<file path="src/rtl/i2c_frame_timer.sv">
// I2C slave frame timer: sequences data bits and the ACK slot between START and STOP.
// Define I2C_FRAME_TIMER_TIMEOUT_EN to add the SCL-stall timeout abort.
module i2c_frame_timer #(
  parameter int DATA_BITS      = 8,
  parameter int CNT_W          = $clog2(DATA_BITS + 1),
  parameter int FRAME_CNT_W    = 8,
  parameter int TIMEOUT_CYCLES = 1000
) (
  input  logic                   clk,
  input  logic                   n_rst,
  input  logic                   start,
  input  logic                   stop,
  input  logic                   rising_edge,
  input  logic                   falling_edge,
  output logic                   byte_received,
  output logic                   ack_prep,
  output logic                   ack_check,
  output logic                   ack_done,
  output logic                   sample_strobe,
  output logic [CNT_W-1:0]       bit_index,
  output logic [FRAME_CNT_W-1:0] frame_count,
  output logic                   busy,
  output logic                   timeout
);

  if (DATA_BITS < 1 || DATA_BITS > 32) begin : g_bad_data_bits
    $error("i2c_frame_timer: DATA_BITS must be within 1..32");
  end
  if (TIMEOUT_CYCLES < 2) begin : g_bad_timeout
    $error("i2c_frame_timer: TIMEOUT_CYCLES must be at least 2");
  end

  typedef enum logic [2:0] {
    S_IDLE       = 3'd0,
    S_START_FALL = 3'd1,
    S_DATA       = 3'd2,
    S_DATA_END   = 3'd3,
    S_ACK_HIGH   = 3'd4,
    S_ACK_LOW    = 3'd5
  } state_t;

  state_t                 state_r;
  logic                   busy_r;
  logic                   byte_received_r;
  logic                   ack_prep_r;
  logic                   ack_check_r;
  logic                   ack_done_r;
  logic                   sample_strobe_r;
  logic                   timeout_r;
  logic [CNT_W-1:0]       bit_index_r;
  logic [FRAME_CNT_W-1:0] frame_count_r;
  logic                   rise_s;
  logic                   fall_s;
  logic                   stall_s;

  // Coincident edge strobes are contradictory, so neither is acted on.
  assign rise_s = rising_edge & ~falling_edge;
  assign fall_s = falling_edge & ~rising_edge;

`ifdef I2C_FRAME_TIMER_TIMEOUT_EN
  localparam int TO_W = $clog2(TIMEOUT_CYCLES + 1);

  logic [TO_W-1:0] stall_cnt_r;

  assign stall_s = busy_r & ~start & ~rising_edge & ~falling_edge &
                   (stall_cnt_r == TO_W'(TIMEOUT_CYCLES - 1));

  // Stall counter: counts idle clocks while a frame is in progress.
  always_ff @(posedge clk or negedge n_rst) begin
    if (!n_rst) begin
      stall_cnt_r <= '0;
    end else if (!busy_r || start || stop || rising_edge || falling_edge || stall_s) begin
      stall_cnt_r <= '0;
    end else begin
      stall_cnt_r <= stall_cnt_r + TO_W'(1);
    end
  end
`else
  assign stall_s = 1'b0;
`endif

  // Frame sequencer: priority stop > start > stall abort > SCL edges.
  always_ff @(posedge clk or negedge n_rst) begin
    if (!n_rst) begin
      state_r         <= S_IDLE;
      busy_r          <= 1'b0;
      byte_received_r <= 1'b0;
      ack_prep_r      <= 1'b0;
      ack_check_r     <= 1'b0;
      ack_done_r      <= 1'b0;
      sample_strobe_r <= 1'b0;
      timeout_r       <= 1'b0;
      bit_index_r     <= '0;
      frame_count_r   <= '0;
    end else begin
      byte_received_r <= 1'b0;
      ack_prep_r      <= 1'b0;
      ack_check_r     <= 1'b0;
      ack_done_r      <= 1'b0;
      sample_strobe_r <= 1'b0;
      timeout_r       <= 1'b0;
      if (stop) begin
        state_r       <= S_IDLE;
        busy_r        <= 1'b0;
        bit_index_r   <= '0;
        frame_count_r <= '0;
      end else if (start) begin
        state_r     <= S_START_FALL;
        busy_r      <= 1'b1;
        bit_index_r <= '0;
      end else if (stall_s) begin
        state_r       <= S_IDLE;
        busy_r        <= 1'b0;
        timeout_r     <= 1'b1;
        bit_index_r   <= '0;
        frame_count_r <= '0;
      end else begin
        case (state_r)
          S_IDLE: begin
            busy_r <= 1'b0;
          end
          S_START_FALL: begin
            if (fall_s) begin
              state_r     <= S_DATA;
              bit_index_r <= '0;
            end
          end
          S_DATA: begin
            if (rise_s) begin
              sample_strobe_r <= 1'b1;
              bit_index_r     <= bit_index_r + CNT_W'(1);
              if (bit_index_r == CNT_W'(DATA_BITS - 1)) begin
                state_r <= S_DATA_END;
              end
            end
          end
          S_DATA_END: begin
            if (fall_s) begin
              byte_received_r <= 1'b1;
              ack_prep_r      <= 1'b1;
              state_r         <= S_ACK_HIGH;
            end
          end
          S_ACK_HIGH: begin
            if (rise_s) begin
              ack_check_r <= 1'b1;
              state_r     <= S_ACK_LOW;
            end
          end
          S_ACK_LOW: begin
            if (fall_s) begin
              ack_done_r  <= 1'b1;
              bit_index_r <= '0;
              state_r     <= S_DATA;
              if (frame_count_r != {FRAME_CNT_W{1'b1}}) begin
                frame_count_r <= frame_count_r + FRAME_CNT_W'(1);
              end
            end
          end
          default: begin
            state_r     <= S_IDLE;
            busy_r      <= 1'b0;
            bit_index_r <= '0;
          end
        endcase
      end
    end
  end

  assign byte_received = byte_received_r;
  assign ack_prep      = ack_prep_r;
  assign ack_check     = ack_check_r;
  assign ack_done      = ack_done_r;
  assign sample_strobe = sample_strobe_r;
  assign bit_index     = bit_index_r;
  assign frame_count   = frame_count_r;
  assign busy          = busy_r;
  assign timeout       = timeout_r;

endmodule

</file>
<file path="config.mk">
export PLATFORM = sky130hd
export DESIGN_NAME = i2c_frame_timer
export DESIGN_NICKNAME = d
export VERILOG_FILES = /design/src/rtl/i2c_frame_timer.sv
export SDC_FILE = /design/constraint.sdc
export NUM_CORES = 1
export LEC_CHECK = 0
export ABC_AREA = 1
export CORE_MARGIN = 2
export CORE_UTILIZATION = 35
export CTS_BUF_LIST = sky130_fd_sc_hd__clkbuf_4
export DETAILED_ROUTE_END_ITERATION = 6
export MAX_ROUTING_LAYER = met4
export PLACE_DENSITY = 0.67
export SLEW_MARGIN = 20
export SYNTH_ARGS = -nofsm -noshare
export SYNTH_HDL_FRONTEND = slang
export SYNTH_SLANG_ARGS = --single-unit
</file>
<file path="constraint.sdc">
create_clock -name clk -period 2.75 [get_ports clk]
set_input_delay 0.55 -clock clk [delete_from_list [all_inputs] [get_ports clk]]
set_output_delay 0.55 -clock clk [all_outputs]
set_load 0.005 [all_outputs]
</file>
==> run_results.csv, run 1 <==
group,metric,value,unit
routing,drc_errors,0,
run_status,status,"complete, no violations",
critical_path,critPathMaxStageDelay,550,ps
global_route,grt_pass1_vias,1025,
critical_path,startpoint_type,"flop",
cts,insertion_delay,310,ps
critical_path,critical_path_peak_fanout,8,
synthesis,synth_nets,165,
place,place_congestion,0.895,
critical_path,cp.arrival,1360,ps
critical_path,crit_family,"buffers and inverters",
cts,cts_sinks,20,
routing,drtPass1Iterations,4,
sta,rsz0062_at_grt,"false",
final_layout,antenna_cells,0,
sta,period_share,69.5,%
synthesis,synthFlopType,"dfrtp_1",
critical_path,cp_slowest_cell,"clkdlybuf4s50_1",
cts,cts_tree,"built",
cts,cts_hold_buf,0,
global_route,grt_use_total,15.2,%
sta,final_max_slew_viol_count,0,
critical_path,criticalPathCategory,"reg2out",
synthesis,synth_edf_count,0,
place,hpwlAfterDp,2070,µm
routing,num_vias,1081,
routing,routedWlPerCell,11.8,µm
synthesis,synthArstFlopShare,100,%
cts,cts_buffers,3,
pwr,ir_drop,0.000256,V
synthesis,avgSynthCellArea,7.76,µm²
critical_path,cp_num_cells,1,
floorplanning,start_util,36.5,%
final_layout,fill_cells,343,
synthesis,ys_warn_count,0,
floorplanning,io_pins,25,
floorplanning,die_height,63.0,µm
sta,setup_violations,0,
cts,cts_resized,0,
final_layout,final_nets,189,
final_layout,area_growth_syn_to_layout,24.5,%
flow_run,maxCapViolCount,0,
floorplanning,dieArea,3970,µm²
cts,clk_path_buf_depth,2,
critical_path,cp_cell_sequence,"clkdlybuf4s50_1",
synthesis,yosysSeqAreaShare,41.1,%
global_route,grt_pass1_wl,4610,µm
pwr,power.density,451,nW/µm²
final_layout,drive_above_1_share,15.6,%
min_path,hold_start,"frame_count[3]",
cts,h-tree-depth,1,
global_route,antenna_found_initial,0,
critical_path,path_buf_inv,1,
sta,finalWorstPathRequiredPeriod,1910,ps
routing,postRouteAntennaNets,0,
synthesis,syn_inst,157,
synthesis,synth-seq-cells,20,
global_route,grt_max_degree,21,
place,port_buffers,23,
floorplanning,die_x,63.0,µm
cts,postCtsSetupBuffers,0,
critical_path,critPathLaunch,"frame_count[4]",
synthesis,syn_area,1220,µm²
cts,cts_root_buf,"clkbuf_4",
critical_path,cp-end-kind,"output port",
routing,routed_via_density,4.78,
critical_path,worst_ep_required_time,2200,ps
synthesis,ys_types,29,
critical_path,r2r_start,"frame_count[1]",
sta,fmax,523,MHz
cts,clkTransAtPathRegs,130,ps
sta,clock-skew-final,11.4,ps
routing,drtIter0Drc,21,
sta,fin_tns_setup,0,ps
critical_path,r2r_cells,7,
floorplanning,num_rows,21,
min_path,hold_class,"reg2reg",
floorplanning,fp.coreArea,3340,µm²
global_route,gr-total-overflow,0,
sta,hold_viol_final,0,
pwr,leakagePower,0.000704,µW
min_path,whs_path_depth,2,
routing,routed_wl,2660,µm
sta,hold_slack,533,ps
[registers in the layout, indices dropped and copies added (netlist names)]
signal         flops
frame_count        8
ack_done           1
ack_prep           1
state_r            3
busy               1
bit_index          4
sample_strobe      1
ack_check          1
[cell usage after synthesis (2+ instances only)]
library cell  instances  area (µm²)
ha_1                  2        25.0
nand3_2               2        20.0
or2_2                 3        18.8
o21ai_2               4        35.0
buf_6                 3        33.8
nand2_2               2        12.5
nor2_2                4        25.0
nor3_1                2        10.0
inv_2                 3        11.3
buf_4                 2        15.0
dfrtp_1              20         500
inv_1                14        52.6
nand3_1              21         105
o21ai_0               6        30.0
nor2_1                8        30.0
o21ai_1               4        20.0
nand2_1              44         165
nand4_1               2        12.5
[power by group]
group          leakage [µW]  internal, µW  switching, µW
combinational      0.000400          47.2           63.5
clock             0.0000279           147            102
sequential         0.000275           307           17.3
total              0.000704           501            183
[metal layers]
metal | part of all wire, % | track usage [%]
met1 | 48 | 19.5
met2 | 46 | 24.1
met3 | 4.7 | 1.98
met4 | 1.5 | 6.39
met5 | 0 | -
[cells by family (layout without fill, tap and decap cells)]
group           Yosys count  count (layout)  synth area share [%]
simple gates             95              95                  38.7
other cells               1               1                 0.308
compound gates           16              16                  7.91
flops                    20              20                  41.1
fa+ha+maj                 2               2                  2.05
xor+xnor                  1               1                 0.719
buf+inv                  22              45                  9.24
[worst paths after layout]
path                                  endpoint  slack [ps]
min in group asynchronous       frame_count[7]         560
worst min register to register  frame_count[3]         530
worst min-delay path            frame_count[3]         530
worst max register to register  frame_count[0]        1210
worst max-delay path            frame_count[4]         840
max in group asynchronous         bit_index[3]        1970
[per-stage QoR]
step	cells	setup slack (ps)	util (%)	total power (µW)	cell area, µm²
floorplan	157	1420	-	395	1220
global placement	222	717	43.9	437	1470
detailed placement	222	683	43.9	440	1470
CTS	226	832	45.5	687	1520
global route	226	774	45.5	713	1520
finish	226	839	45.5	684	1520
[layout by cell type (no fill, tap or decap), drive strengths merged, types with 2 or more instances in the layout]
cell,netlist,layout
nand2,47,47
nor3,4,4
nand3,23,23
inv,17,17
o21ai,14,14
nor2,13,13
clkbuf,0,3
nand4,2,2
ha,2,2
clkdlybuf4s50,0,23
or2,3,3
dfrtp,20,20
[area by class of cell]
| cell class | count | area (µm²) | area share (%) |
|---|---|---|---|
| clock buffer | 3 | 22.5 | 1.48 |
| sequential | 20 | 500 | 33.0 |
| multi-input combinational | 115 | 606 | 39.9 |
| inverter | 17 | 63.8 | 4.20 |
| timing repair buffer | 24 | 238 | 15.7 |
| tap | 46 | 57.6 | 3.79 |
| clock inverter | 1 | 30.0 | 1.98 |
Power figures use the tool's default switching activity.
==> inputs of run 2 (changes only) <==
Settings changed: PLACE_DENSITY 0.67 to 0.69.
Clock period 2.75 ns to 1.5 ns, I/O delays scaled along.
==> run 2 against run 1 <==
Die area is the same. Register-to-register slack lost 1100 ps. Sequential power grew 79%. Count of clock-buffer cells in the layout is the same. Largest cell class unchanged.
==> run_results.csv, run 2 (synthesis gave the netlist of run 1 again) <==
group,metric,value,unit
routing,routed_via_density,4.55,
critical_path,cp_cell_sequence,"clkdlybuf4s50_1",
place,place_ws,-166,ps
floorplanning,die_x,63.0,µm
final_layout,final_cell_mix,"nand2_1, buf_4, nand3_1",
global_route,grt_pass1_wl,4820,µm
sta,setup_ws,46.9,ps
cts,cts_sinks,20,
cts,cts_root_buf,"clkbuf_4",
final_layout,area_growth_syn_to_layout,44.3,%
global_route,grt_max_degree,21,
routing,num_vias,1156,
final_layout,final_common_cell,"nand2_1",
sta,fmax,688,MHz
pwr,power.density,634,nW/µm²
sta,hold_slack,324,ps
critical_path,critPathMaxStageDelay,500,ps
flow_run,maxCapViolCount,0,
global_route,gr-total-overflow,0,
place,port_buffers,23,
cts,clkTransAtPathRegs,110,ps
run_status,status,"complete, no violations",
critical_path,path_buf_inv,1,
critical_path,criticalPathCategory,"reg2out",
pwr,power.total,1120,µW
cts,cts_tree,"built",
critical_path,cp.arrival,1150,ps
place,hpwlAfterDp,2030,µm
routing,routed_wl,2740,µm
sta,finalWorstPathRequiredPeriod,1450,ps
critical_path,cp-end-kind,"output port",
place,place_congestion,0.879,
critical_path,critical_path_peak_fanout,2,
critical_path,startpoint_type,"flop",
sta,hold_viol_final,0,
cts,insertion_delay,300,ps
sta,clock-skew-final,5.01,ps
final_layout,fin_cells,254,
pwr,ir_drop,0.000512,V
routing,drtIter0Drc,39,
floorplanning,fp.coreArea,3340,µm²
critical_path,cp_slowest_cell,"clkdlybuf4s50_1",
final_layout,drive_above_1_share,29.8,%
pwr,leakagePower,0.00105,µW
floorplanning,dieArea,3970,µm²
cts,clk_path_buf_depth,2,
routing,drtPass1Iterations,4,
floorplanning,io_pins,25,
floorplanning,die_height,63.0,µm
cts,cts_buffers,3,
global_route,grt_use_total,15.5,%
sta,period_share,96.9,%
sta,fin_tns_setup,0,ps
cts,h-tree-depth,1,
critical_path,crit_family,"buffers and inverters",
sta,setup_violations,0,
global_route,antenna_found_initial,0,
final_layout,final_nets,218,
final_layout,largest_reg_flops,8,
final_layout,antenna_cells,0,
place,dp.cells,240,
critical_path,worst_ep_required_time,1200,ps
floorplanning,num_rows,21,
routing,routedWlPerCell,10.8,µm
global_route,grt_pass1_vias,1102,
min_path,hold_class,"in2async",
floorplanning,start_util,36.5,%
routing,postRouteAntennaNets,0,
sta,final_max_slew_viol_count,0,
routing,drc_errors,0,
==> run 2: power by group <==
part	leakage [µW]	internal, µW	switching [µW]
Clock	0.0000138	93.6	163
Sequential	0.000274	562	17.2
Combinational	0.000766	136	143
Total	0.00105	792	323
==> run 2: cell type report <==
class	instances	area, µm²
Fill cell	328	1580
Tap cell	46	57.6
Timing Repair Buffer	53	487
Clock buffer	3	22.5
Sequential cell	20	502
Inverter	17	63.8
Multi-Input combinational cell	115	626
==> run 2: metal layers <==
layer	share of wire (%)	wire length [µm]	vias up	track usage (%)
met5	0	0	-	-
met4	0.91	25	0	3.61
met3	3.4	92	2	3.42
met2	43	1180	29	24.6
met1	52	1440	514	20.1
li1	-	-	611	-
==> run 2: through the flow <==
stage	utilization, %	instance area, µm²
final	52.7	1760
after detailed placement	48.0	1600
after floorplan	-	1220
after global placement	48.0	1600
after CTS	50.8	1700
after global routing	52.7	1760
==> run 2: worst paths after layout <==
kind	cells after the start	from	endpoint	slack, ps
hold reg to reg	2	frame_count[3]	frame_count[3]	510
min in group clk	2	frame_count[3]	frame_count[3]	510
setup reg to reg	9	frame_count[0]	frame_count[0]	120
setup / recovery	1	busy	busy	50
hold / removal	2	n_rst	frame_count[3]	320
max in group asynchronous	2	n_rst	frame_count[4]	960
==> run 2: what timing repair did <==
action                     CTS  global route
setup endpoints to repair   11            20
setup buffers               10             1
gates resized for setup      4            19
pin swaps                    0             2
hold buffers                 0             0
==> variant 1: new RTL, config.mk and constraints of run 2 <==
Build with the macro `I2C_FRAME_TIMER_TIMEOUT_EN` defined.
--- a/src/rtl/i2c_frame_timer.sv
+++ b/src/rtl/i2c_frame_timer.sv
@@ -1,5 +1,7 @@
 // I2C slave frame timer: sequences data bits and the ACK slot between START and STOP.
 // Define I2C_FRAME_TIMER_TIMEOUT_EN to add the SCL-stall timeout abort.
+`define I2C_FRAME_TIMER_TIMEOUT_EN
+
 module i2c_frame_timer #(
   parameter int DATA_BITS      = 8,
   parameter int CNT_W          = $clog2(DATA_BITS + 1),
Behaviour: no difference found for any inputs over 10 cycles, from zero or initial values and one cycle with n_rst low; that may be too few to reach the edited logic, so the function may still have changed.
==> variant 1 against run 2 <==
  * Wire length up 52%
  * First-iteration DRC count up 110%
  * Area after synthesis rose by 47%
  * Total power up 37%
  * Sequential cell count up 11
  * Hold slack got worse by 0.0041 ns
  * Setup slack improved by 0.0035 ns
  * Cell area grew 46%
  * Critical endpoint is now stall_cnt_r[9]
==> variant 1: results (changes against run 2) <==
drt first pass iters: 6 (was 4)
H-tree levels: 2 (was 1)
Final Net Count: 314 (was 218)
CTS root buf: clkbuf_4 (unchanged)
largest cells by area after synthesis: dfrtp_1 (43%), nand2_1 (13%), nor2_1 (8.4%), inv_1 (5.9%), nand3_1 (5.3%) (was dfrtp_1 (41%), nand2_1 (14%), nand3_1 (8.6%), inv_1 (4.3%), o21ai_2 (2.9%))
WL final: 4.17 mm (was 2.74 mm)
global-route wire length before repair: 6.95 mm (was 4.82 mm)
DRT iter0 DRCs: 83 (was 39)
crit-path max cell delay: 0.37 ns (was 0.50 ns)
XOR/XNOR Fraction of Synth Area: 3.43% (was 0.719%)
Clk pin slew, worst setup/hold paths: 0.09 ns (was 0.11 ns)
Syn Inst Count: 236 (was 157)
Post-Synth Adder-Cell Area: 2.10% (was 2.05%)
Final Skew: 0.00327 ns (was 0.00501 ns)
Unique masters post-synth: 27 (was 29)
met2 WL: 2.07 mm (was 1.18 mm)
share of cells above drive strength 1: 27.8% (was 29.8%)
pre-CTS setup slack: -0.264 ns (was -0.166 ns)
Leak: 1.42 nW (was 1.05 nW)
largest net degree at the start of global routing: 32 (was 21)
clk_lat worst skew: 0.33 ns (was 0.30 ns)
Tot GR Track Use: 16.5% (was 15.5%)
Critical-path top delay cell: dfrtp_1 (was clkdlybuf4s50_1)
Num CTS Buffers: 5 (was 3)
Inst Count DP: 348 (was 240)
delay-heaviest family, CP: simple AND/OR/NAND/NOR gates (was buffers and inverters)
Worst Path Arrival: 1.69 ns (was 1.15 ns)
worst-path fanout max: 8 (was 2)
Synth Flop Type: dfrtp_1 (unchanged)
max FFs per register: 10 (was 8)
Post-DP Area: 2270 µm² (was 1600 µm²)
DR WL met3: 108 µm (was 92 µm)
vias in the first global route: 1640 (was 1102)
antenna violations before repair: 0 (unchanged)
largest buffer count on any clock path: 2 (unchanged)
syn nets: 245 (was 165)
complex-gate fraction of the synthesized area: 3.43% (was 7.91%)
Biggest register: stall_cnt_r
GP Congestion: 0.887 (was 0.879)
Vias: 1722 (was 1156)
fillers: 518 (was 328)
most frequent cells after synthesis: nand2_1 (63), nor2_1 (40), dfrtp_1 (31) (was nand2_1 (44), nand3_1 (21), dfrtp_1 (20))
Seq/Total Area, Yosys: 43.4% (was 41.1%)
Port Buffers: 24 (was 23)
max_slew headroom: 85.7%
DR WL/cell: 11.1 µm (was 10.8 µm)
WL met1: 1.95 mm (was 1.44 mm)
outcome: completed (unchanged)
VDD IR-drop max: 354 µV (was 512 µV)
placed wire-length estimate: 2.86 mm (was 2.03 mm)
## variant 1: power by group
part | internal [mW] | total, mW | switching, mW
clock network | 0.219 | 0.503 | 0.285
logic | 0.0724 | 0.170 | 0.0980
registers | 0.842 | 0.849 | 0.00707
total | 1.13 | 1.52 | 0.390
## variant 1: what timing repair did
item                                    in CTS  in global routing
pin swaps                                    0                 12
setup buffers                               13                  6
endpoints found under the setup margin      21                 32
gates resized for setup                     15                 28
gates cloned                                 0                  1
## variant 1: layout make-up
type | count | area (µm²) | area share (%)
Inverter | 33 | 131 | 5.13
Sequential cell | 31 | 778 | 30.4
Timing Repair Buffer | 63 | 552 | 21.5
Clock inverter | 1 | 5.00 | 0.195
Multi-Input combinational cell | 171 | 956 | 37.3
Clock buffer | 7 | 52.6 | 2.05
Tap cell | 70 | 87.6 | 3.42
## variant 1: worst paths after layout
| path | slack [ns] | to | cells after the start | from |
|---|---|---|---|---|
| min in group clk | 0.54 | stall_cnt_r[0] | 2 | stall_cnt_r[0] |
| hold / removal | 0.32 | stall_cnt_r[5] | 2 | n_rst |
| hold reg to reg | 0.54 | stall_cnt_r[0] | 2 | stall_cnt_r[0] |
| max in group asynchronous | 1.00 | frame_count[5] | 2 | n_rst |
| setup reg to reg | 0.05 | stall_cnt_r[9] | 8 | stall_cnt_r[1] |
| setup / recovery | 0.05 | stall_cnt_r[9] | 8 | stall_cnt_r[1] |
## variant 1: metal layers
metal	up-vias	GRT usage, %
li1	885	-
met1	807	19.8
met2	25	27.2
met3	5	3.97
met4	0	5.26
met5	-	-
==> variant 2: new RTL, flow settings as in run 2 <==
Made on the original files. The 6 states of `state_t` get a one-hot encoding in 6 bits.
--- a/src/rtl/i2c_frame_timer.sv
+++ b/src/rtl/i2c_frame_timer.sv
@@ -30,13 +30,13 @@
     $error("i2c_frame_timer: TIMEOUT_CYCLES must be at least 2");
   end
 
-  typedef enum logic [2:0] {
-    S_IDLE       = 3'd0,
-    S_START_FALL = 3'd1,
-    S_DATA       = 3'd2,
-    S_DATA_END   = 3'd3,
-    S_ACK_HIGH   = 3'd4,
-    S_ACK_LOW    = 3'd5
+  typedef enum logic [5:0] {
+    S_IDLE       = 6'b000001,
+    S_START_FALL = 6'b000010,
+    S_DATA       = 6'b000100,
+    S_DATA_END   = 6'b001000,
+    S_ACK_HIGH   = 6'b010000,
+    S_ACK_LOW    = 6'b100000
   } state_t;
 
   state_t                 state_r;
Behaviour: same outputs for any inputs over 10 cycles, from zero or initial values and one cycle with n_rst low; not proved beyond that.
==> variant 2 against run 2 <==
  * Cell area rose by 18%
  * Hold slack worse by 0.010 ns
  * Sequential share of layout area shrank 0.54 points
  * Area after synthesis up 13%
  * Wire length rose by 28%
  * Global-route usage grew 1.6 points
  * First-iteration DRC count increased by 82%
  * Critical path type is now register to register
  * Setup slack got worse by 0.044 ns
  * Core utilization rose by 3.1 points
  * Sequential cell count up 3
Power is not compared: it rests on default switching activity, and its combinational part moved more than twofold at a synthesized area within 25%.
==> variant 2: results (changes against run 2) <==
largest cells by area after synthesis: dfrtp_1 (40%), nand2_1 (13%), nand3_1 (9.0%), nor2_1 (4.1%), nor2_4 (4.1%) (was dfrtp_1 (41%), nand2_1 (14%), nand3_1 (8.6%), inv_1 (4.3%), o21ai_2 (2.9%))
FF+latch count, synth: 23 (was 20)
Clk pin slew, worst setup/hold paths: 0.13 ns (was 0.11 ns)
met1 usage: 22.6% (was 20.1%)
Crit Reg-Reg Startpoint: state_r[0] (was frame_count[0])
share of cells above drive strength 1: 34.5% (was 29.8%)
syn nets: 179 (was 165)
fillers: 352 (was 328)
Final Skew: 0.00349 ns (was 0.00501 ns)
worst-path fanout max: 5 (was 2)
Tot GR Track Use: 17.1% (was 15.5%)
placed wire-length estimate: 2.29 mm (was 2.03 mm)
GP Congestion: 0.917 (was 0.879)
met2 WL: 1.67 mm (was 1.18 mm)
largest net degree at the start of global routing: 24 (was 21)
outcome: completed (unchanged)
met2 usage: 27.8% (was 24.6%)
grt met3 use: 2.03% (was 3.42%)
Worst Path Arrival: 1.73 ns (was 1.15 ns)
DRT iter0 DRCs: 71 (was 39)
crit-path max cell delay: 0.60 ns (was 0.50 ns)
WL final: 3.51 mm (was 2.74 mm)
Unique masters post-synth: 27 (was 29)
Vias: 1395 (was 1156)
Final Net Count: 244 (was 218)
clk_lat worst skew: 0.32 ns (was 0.30 ns)
## variant 2: where the power goes
group	internal [mW]	total [mW]	switching [mW]
clock	0.122	0.324	0.202
combinational	0.0515	0.127	0.0752
sequential	0.627	0.633	0.00597
## variant 2: cell type report
| type | instances | share of cell area, % |
|---|---|---|
| clock buffer | 4 | 1.45 |
| sequential | 23 | 28.0 |
| timing repair buffer | 62 | 25.6 |
| tap | 48 | 2.90 |
| inverter | 15 | 2.84 |
| multi-input combinational | 131 | 39.2 |
## variant 2: metrics by stage
step           worst slack, ns  utilization [%]  cell area (µm²)  TNS [ns]  std cells
6_report               0.00286             55.8             2070         0        283
5_1_grt                 -0.107             55.8             2070    -0.666        283
4_1_cts                0.00853             50.7             1880         0        270
3_5_place_dp            -0.279             47.5             1770     -3.39        254
3_3_place_gp            -0.244             47.5             1770     -3.18        254
2_1_floorplan            0.154                -             1380         0        171
## variant 2: path summary, 6_finish.rpt
path	slack [ns]	endpoint
setup / recovery	0.003	bit_index[3]
hold / removal	0.31	bit_index[2]
setup reg to reg	0.003	bit_index[3]
hold reg to reg	0.57	state_r[2]
max in group asynchronous	0.90	state_r[0]
min in group clk	0.57	state_r[2]
## variant 2: what timing repair did
| action | CTS | global route |
|---|---|---|
| gates cloned | 0 | 1 |
| buffers inserted | 12 | 12 |
| hold endpoints to repair | 0 | 0 |
| endpoints found under the setup margin | 13 | 26 |
| pin swaps | 3 | 13 |
| gates resized for setup | 11 | 29 |
| hold buffers | 0 | 0 |
## variant 2: logic make-up after synthesis
kind of cell    Yosys count  synth area share (%)
xor+xnor                  8                  5.07
other cells               1                 0.271
buf+inv                  18                  5.61
flops                    23                  41.7
fa+ha+maj                 2                  1.81
simple gates            115                  42.1
compound gates            4                  3.44
